==> src/rtl/uart_pkg.sv <==
// Shared UART definitions: receiver state encoding, oversampling constants and
// the 3-sample majority vote used to decide each bit.
package uart_pkg;

    typedef enum logic [2:0] {IDLE, START, DATA, PARITY, STOP, BREAK} rx_state_e;

    localparam int         OVS_RATE      = 16;
    localparam logic [3:0] SAMPLE_MID_LO = 4'd7;
    localparam logic [3:0] SAMPLE_MID_HI = 4'd9;
    localparam logic [3:0] SAMPLE_LAST   = 4'(OVS_RATE - 1);

    function automatic logic majority3(input logic a, input logic b, input logic c);
        return (a & b) | (a & c) | (b & c);
    endfunction

endpackage

==> src/rtl/uart_baud_tick.sv <==
// Oversample tick generator: one-clk pulse every OVS_DIV clks, restartable via clr_i.
module uart_baud_tick #(
    parameter int OVS_DIV = 27
) (
    input  logic clk,
    input  logic rst_n,
    input  logic clr_i,
    output logic tick_o
);

    localparam int            CW   = (OVS_DIV > 1) ? $clog2(OVS_DIV) : 1;
    localparam logic [CW-1:0] LAST = CW'(OVS_DIV - 1);

    logic [CW-1:0] cnt_q;

    always_ff @(posedge clk or negedge rst_n) begin
        if (!rst_n) begin
            cnt_q <= '0;
        end else if (clr_i || cnt_q == LAST) begin
            cnt_q <= '0;
        end else begin
            cnt_q <= cnt_q + 1'b1;
        end
    end

    assign tick_o = !clr_i && (cnt_q == LAST);

endmodule

==> src/rtl/uart_rx_deserializer.sv <==
// UART receiver: 16x oversampled, majority-voted bits, optional parity, and a
// single-entry valid/ready output holding register with framing/overrun flags.
module uart_rx_deserializer
    import uart_pkg::*;
#(
    parameter int OVS_DIV    = 27,
    parameter int DATA_BITS  = 8,
    parameter int PARITY_EN  = 0,
    parameter int PARITY_ODD = 0
) (
    input  logic                 clk,
    input  logic                 rst_n,
    input  logic                 rx,
    output logic [DATA_BITS-1:0] m_data,
    output logic                 m_valid,
    input  logic                 m_ready,
    output logic                 frame_err,
    output logic                 parity_err,
    output logic                 overrun,
    output logic                 busy
);

    localparam logic [2:0] LAST_BIT = 3'(DATA_BITS - 1);

    rx_state_e            state_q;
    logic                 rx_meta_q, rxs_q;
    logic [3:0]           s_q;
    logic [2:0]           bit_cnt_q;
    logic                 v_lo_q, v_mid_q;
    logic [DATA_BITS-1:0] shreg_q;
    logic                 perr_q;
    logic [DATA_BITS-1:0] m_data_q;
    logic                 m_valid_q, frame_err_q, parity_err_q, overrun_q, busy_q;

    logic tick, clr_d, vote_d, mid_hi_d, bit_end_d, complete_d, accept_d, slot_free_d;

    // Divider restarts when a falling edge pulls us out of IDLE.
    assign clr_d = (state_q == IDLE) && !rxs_q;

    uart_baud_tick #(.OVS_DIV(OVS_DIV)) u_tick (
        .clk   (clk),
        .rst_n (rst_n),
        .clr_i (clr_d),
        .tick_o(tick)
    );

    assign vote_d      = majority3(v_lo_q, v_mid_q, rxs_q);
    assign mid_hi_d    = tick && (s_q == SAMPLE_MID_HI);
    assign bit_end_d   = tick && (s_q == SAMPLE_LAST);
    assign complete_d  = (state_q == STOP) && mid_hi_d;
    assign accept_d    = m_valid_q && m_ready;
    assign slot_free_d = !m_valid_q || m_ready;

    always_ff @(posedge clk or negedge rst_n) begin
        if (!rst_n) begin
            rx_meta_q    <= 1'b1;
            rxs_q        <= 1'b1;
            state_q      <= IDLE;
            s_q          <= '0;
            bit_cnt_q    <= '0;
            v_lo_q       <= 1'b0;
            v_mid_q      <= 1'b0;
            shreg_q      <= '0;
            perr_q       <= 1'b0;
            m_data_q     <= '0;
            m_valid_q    <= 1'b0;
            frame_err_q  <= 1'b0;
            parity_err_q <= 1'b0;
            overrun_q    <= 1'b0;
            busy_q       <= 1'b0;
        end else begin
            rx_meta_q <= rx;
            rxs_q     <= rx_meta_q;

            if (state_q != IDLE && tick) begin
                s_q <= s_q + 4'd1;
                if (s_q == SAMPLE_MID_LO)         v_lo_q  <= rxs_q;
                if (s_q == SAMPLE_MID_LO + 4'd1)  v_mid_q <= rxs_q;
            end

            case (state_q)
                IDLE: if (!rxs_q) begin
                    state_q   <= START;
                    busy_q    <= 1'b1;
                    s_q       <= '0;
                    bit_cnt_q <= '0;
                    perr_q    <= 1'b0;
                end
                START: begin
                    if (mid_hi_d && vote_d) begin
                        state_q <= IDLE;
                        busy_q  <= 1'b0;
                    end else if (bit_end_d) begin
                        state_q <= DATA;
                    end
                end
                DATA: begin
                    if (mid_hi_d) shreg_q <= {vote_d, shreg_q[DATA_BITS-1:1]};
                    if (bit_end_d) begin
                        bit_cnt_q <= bit_cnt_q + 3'd1;
                        if (bit_cnt_q == LAST_BIT) state_q <= (PARITY_EN != 0) ? PARITY : STOP;
                    end
                end
                PARITY: begin
                    if (mid_hi_d) perr_q <= vote_d ^ (^shreg_q) ^ 1'(PARITY_ODD);
                    if (bit_end_d) state_q <= STOP;
                end
                STOP: if (mid_hi_d) begin
                    state_q <= vote_d ? IDLE : BREAK;
                    busy_q  <= !vote_d;
                end
                BREAK: if (rxs_q) begin
                    state_q <= IDLE;
                    busy_q  <= 1'b0;
                end
                default: begin
                    state_q <= IDLE;
                    busy_q  <= 1'b0;
                end
            endcase

            // A completing frame either refills the slot or is dropped as an overrun.
            if (complete_d) begin
                if (slot_free_d) begin
                    m_data_q     <= shreg_q;
                    m_valid_q    <= 1'b1;
                    frame_err_q  <= !vote_d;
                    parity_err_q <= perr_q;
                    overrun_q    <= 1'b0;
                end else begin
                    overrun_q <= 1'b1;
                end
            end else if (accept_d) begin
                m_valid_q <= 1'b0;
                overrun_q <= 1'b0;
            end
        end
    end

    assign m_data     = m_data_q;
    assign m_valid    = m_valid_q;
    assign frame_err  = frame_err_q;
    assign parity_err = parity_err_q;
    assign overrun    = overrun_q;
    assign busy       = busy_q;

endmodule

==> config.mk <==
export PLATFORM = sky130hd
export DESIGN_NAME = uart_rx_deserializer
export DESIGN_NICKNAME = d
export VERILOG_FILES = /design/src/rtl/uart_pkg.sv /design/src/rtl/uart_baud_tick.sv /design/src/rtl/uart_rx_deserializer.sv
export SDC_FILE = /design/constraint.sdc
export NUM_CORES = 1
export LEC_CHECK = 0
export ABC_AREA = 1
export CAP_MARGIN = 15
export CORE_MARGIN = 5
export CORE_UTILIZATION = 30
export CTS_CLUSTER_DIAMETER = 40
export CTS_CLUSTER_SIZE = 40
export DETAILED_ROUTE_END_ITERATION = 8
export HOLD_SLACK_MARGIN = 0.15
export PLACE_DENSITY_LB_ADDON = 0.3
export REMOVE_ABC_BUFFERS = 1
export SETUP_SLACK_MARGIN = 0.3
export SYNTH_ARGS = -nofsm -noshare
export SYNTH_HDL_FRONTEND = slang
export SYNTH_SLANG_ARGS = --single-unit
==> constraint.sdc <==
create_clock -name clk -period 4.7 [get_ports clk]
set_input_delay 0.94 -clock clk [delete_from_list [all_inputs] [get_ports clk]]
set_output_delay 0.94 -clock clk [all_outputs]
set_load 0.02 [all_outputs]
==> impl_metrics.toml <==
[run_status]
outcome = "finished clean"

[clock_tree]
clockBufferDepth = 2
cts_resized = 0
cts.sinks = 41
tritoncts = "built"
cts_setup_buffers = 0
clk_pin_slew_ns = 0.08
root_buffer = "clkbuf_8"
cts_made_buffers = 5
clkLatencyLatePin_ns = 0.29
postCtsHoldBufs = 0
cts-htree-levels = 2

[timing]
fin_setup_tns_ns = 0
min_period_ns = 2.22
worst_slew_pin_slew_ns = 0.912
holdWs_ns = 0.358
hold_viol_final = 0
skew_ns = 0.00533
slew-limit-headroom = 0.392
max_freq_mhz = 451
drv_slew = 0
timing.final.crit_share = 0.472
rsz0062_at_grt = "false"
setup_viol_count_final = 0

[floorplan]
die-width_microns = 93.6
pin_count = 17
initial_core_util = 0.308
dieArea_sq_mm = 0.00876
rows = 30
design.core.area_sq_mm = 0.00679
die_h_microns = 93.6

[setup_path]
endpoint_kind = "primary output"
cp.required_ns = 3.76
worstSetupEndpoint = "m_data[6]"
r2r_end = "m_data[5]$_DFFE_PN0P_"
reg2reg_from = "u_tick.cnt_q[0]$_DFF_PN0_"
crit_fanout = 2
max_stage_delay_ns = 0.62
worstSetupPathType = "reg2out"
worst-path-stages = 1
r2r_slack_ns = 2.89
ff2ff_path_depth = 9
cp_slowest_cell = "clkdlybuf4s50_1"
path_cells = "clkdlybuf4s50_1"
crit_family = "buffers and inverters"
arrival_ns = 1.28
critPathBufInv = 1
crit_path_start_kind = "flop"
startpoint = "m_data[6]$_DFFE_PN0P_"

[pwr]
p_per_area_mw_per_mm2 = 243
peakVddDrop_v = 0.000111
total_power_uw = 588
leakagePower_uw = 0.00114

[global_routing]
grtUsageTotal = 0.100
overflow = 0
grt_first_pass_wirelength_mm = 7.04
grt_start_max_net_pins = 42
antenna_found_initial = 0
first_global_vias = 1585

[synthesis]
ys_seq_area_frac = 0.491
ys_ff_latch = 41
avgSynthCellArea_sq_um = 8.66
syn_area_sq_mm = 0.00210
ys.warnings.count = 0
synthesis.instances = 242
ys_types = 29

[cells_and_area]
layout_commonest_cell = "nand2_1"
mostFrequentLayoutCells = "73 x nand2_1, 39 x dfrtp_1, 26 x inv_1"
fin_area_sq_mm = 0.00243
fin_nets = 273
drive_above_1_share = 0.137
diodes = 0
areaGrowthSynthToFinish_pct = 15.8

[detailed_routing]
wl_per_cell_microns = 10.6
drt_iter0_markers = 56
vias = 1575
wl_mm = 3.81
postRouteAntennaNets = 0
drc = 0
first_pass_iters = 4
vias_per_cell = 4.39

[placement]
numPortBuffers = 16
postPlaceCellArea_sq_mm = 0.00234
dp.final_hpwl_mm = 2.79
gp_congestion = 0.825

[min_path]
hold_class = "reg2reg"

[run]
drv_cap = 0
## where the power goes
group	internal, uW	switching [uW]	total, uW
registers	354	0.630	355
logic	2.51	8.89	11.4
clock network	103	119	222
total	459	129	588
## per-stage QoR
stage	util	worst slack, ns	cells
global route	0.357	2.42	359
floorplan	-	3.10	239
CTS	0.357	2.46	359
global placement	0.345	2.53	351
finish	0.357	2.48	359
detailed placement	0.345	2.49	351
## routing by layer
layer	wire length (microns)	up-vias	track usage
met1	1910	738	0.128
met3	136	4	0.0314
met4	38	0	0.0289
met5	0	-	0
met2	1730	18	0.163
li1	-	815	-
## how the worst min path moves through the flow
stage / startpoint / to / slack (ns) / depth (start not counted)
final: rx_meta_q$_DFF_PN1_ / rxs_q$_DFF_PN1_ / 0.36 / 0
after global routing: rx_meta_q$_DFF_PN1_ / rxs_q$_DFF_PN1_ / 0.36 / 0
after CTS: rx_meta_q$_DFF_PN1_ / rxs_q$_DFF_PN1_ / 0.36 / 0
after detailed placement: rx_meta_q$_DFF_PN1_ / rxs_q$_DFF_PN1_ / 0.35 / 0
after global placement: rx_meta_q$_DFF_PN1_ / rxs_q$_DFF_PN1_ / 0.35 / 0
after floorplan: rx_meta_q$_DFF_PN1_ / rxs_q$_DFF_PN1_ / 0.35 / 0
## Yosys cell counts
cell type	n	share of area
dfrtp_1	39	0.47
buf_6	2	0.011
dfstp_2	2	0.025
nor2_4	2	0.011
a21boi_0	1	0.0036
xor2_1	3	0.013
inv_2	3	0.0054
o31ai_1	1	0.0036
nand4_1	4	0.012
nand3_1	12	0.029
nor3_1	3	0.0072
nand2_1	73	0.13
a22o_1	2	0.0084
buf_2	1	0.0024
o21a_1	1	0.0036
o21ai_0	15	0.036
nand4_2	1	0.0060
o21ai_1	3	0.0072
nand3_4	2	0.017
a21oi_1	3	0.0072
nor2_2	3	0.0090
ha_1	7	0.042
or2_0	1	0.0030
inv_1	26	0.047
o21ai_2	9	0.038
nor2_1	14	0.025
nand2_2	4	0.012
xnor2_1	3	0.013
nand3_2	2	0.0096
## state kept, by name (all words and copies together) (netlist names), 3 cells and up
signal,flops
bit_cnt_q,3
m_data,8
s_q,4
shreg_q,8
state_q,3
u_tick.cnt_q,5
## kinds of logic (layout without fill, tap and decap cells)
| kind of cell | after synthesis | count (layout) | share of synthesized area |
|---|---|---|---|
| xor gates and xnor gates | 6 | 6 | 0.0251 |
| buffers and inverters | 32 | 53 | 0.0651 |
| adders and majority gates | 7 | 7 | 0.0418 |
| AOI/OAI and AO/OA | 35 | 35 | 0.107 |
| DFF | 41 | 41 | 0.491 |
| and+or+nand+nor | 121 | 121 | 0.270 |
## final cells by class
type,instances,area [sq um]
fillers,715,4370
flip-flops and latches,41,1030
multi-input cells,169,931
repair buffers,16,155
well taps,96,120
inverters,29,109
clock buffers,6,72.6
clock inverters,2,10.0
No activity file was read; power rests on OpenSTA's default activity.
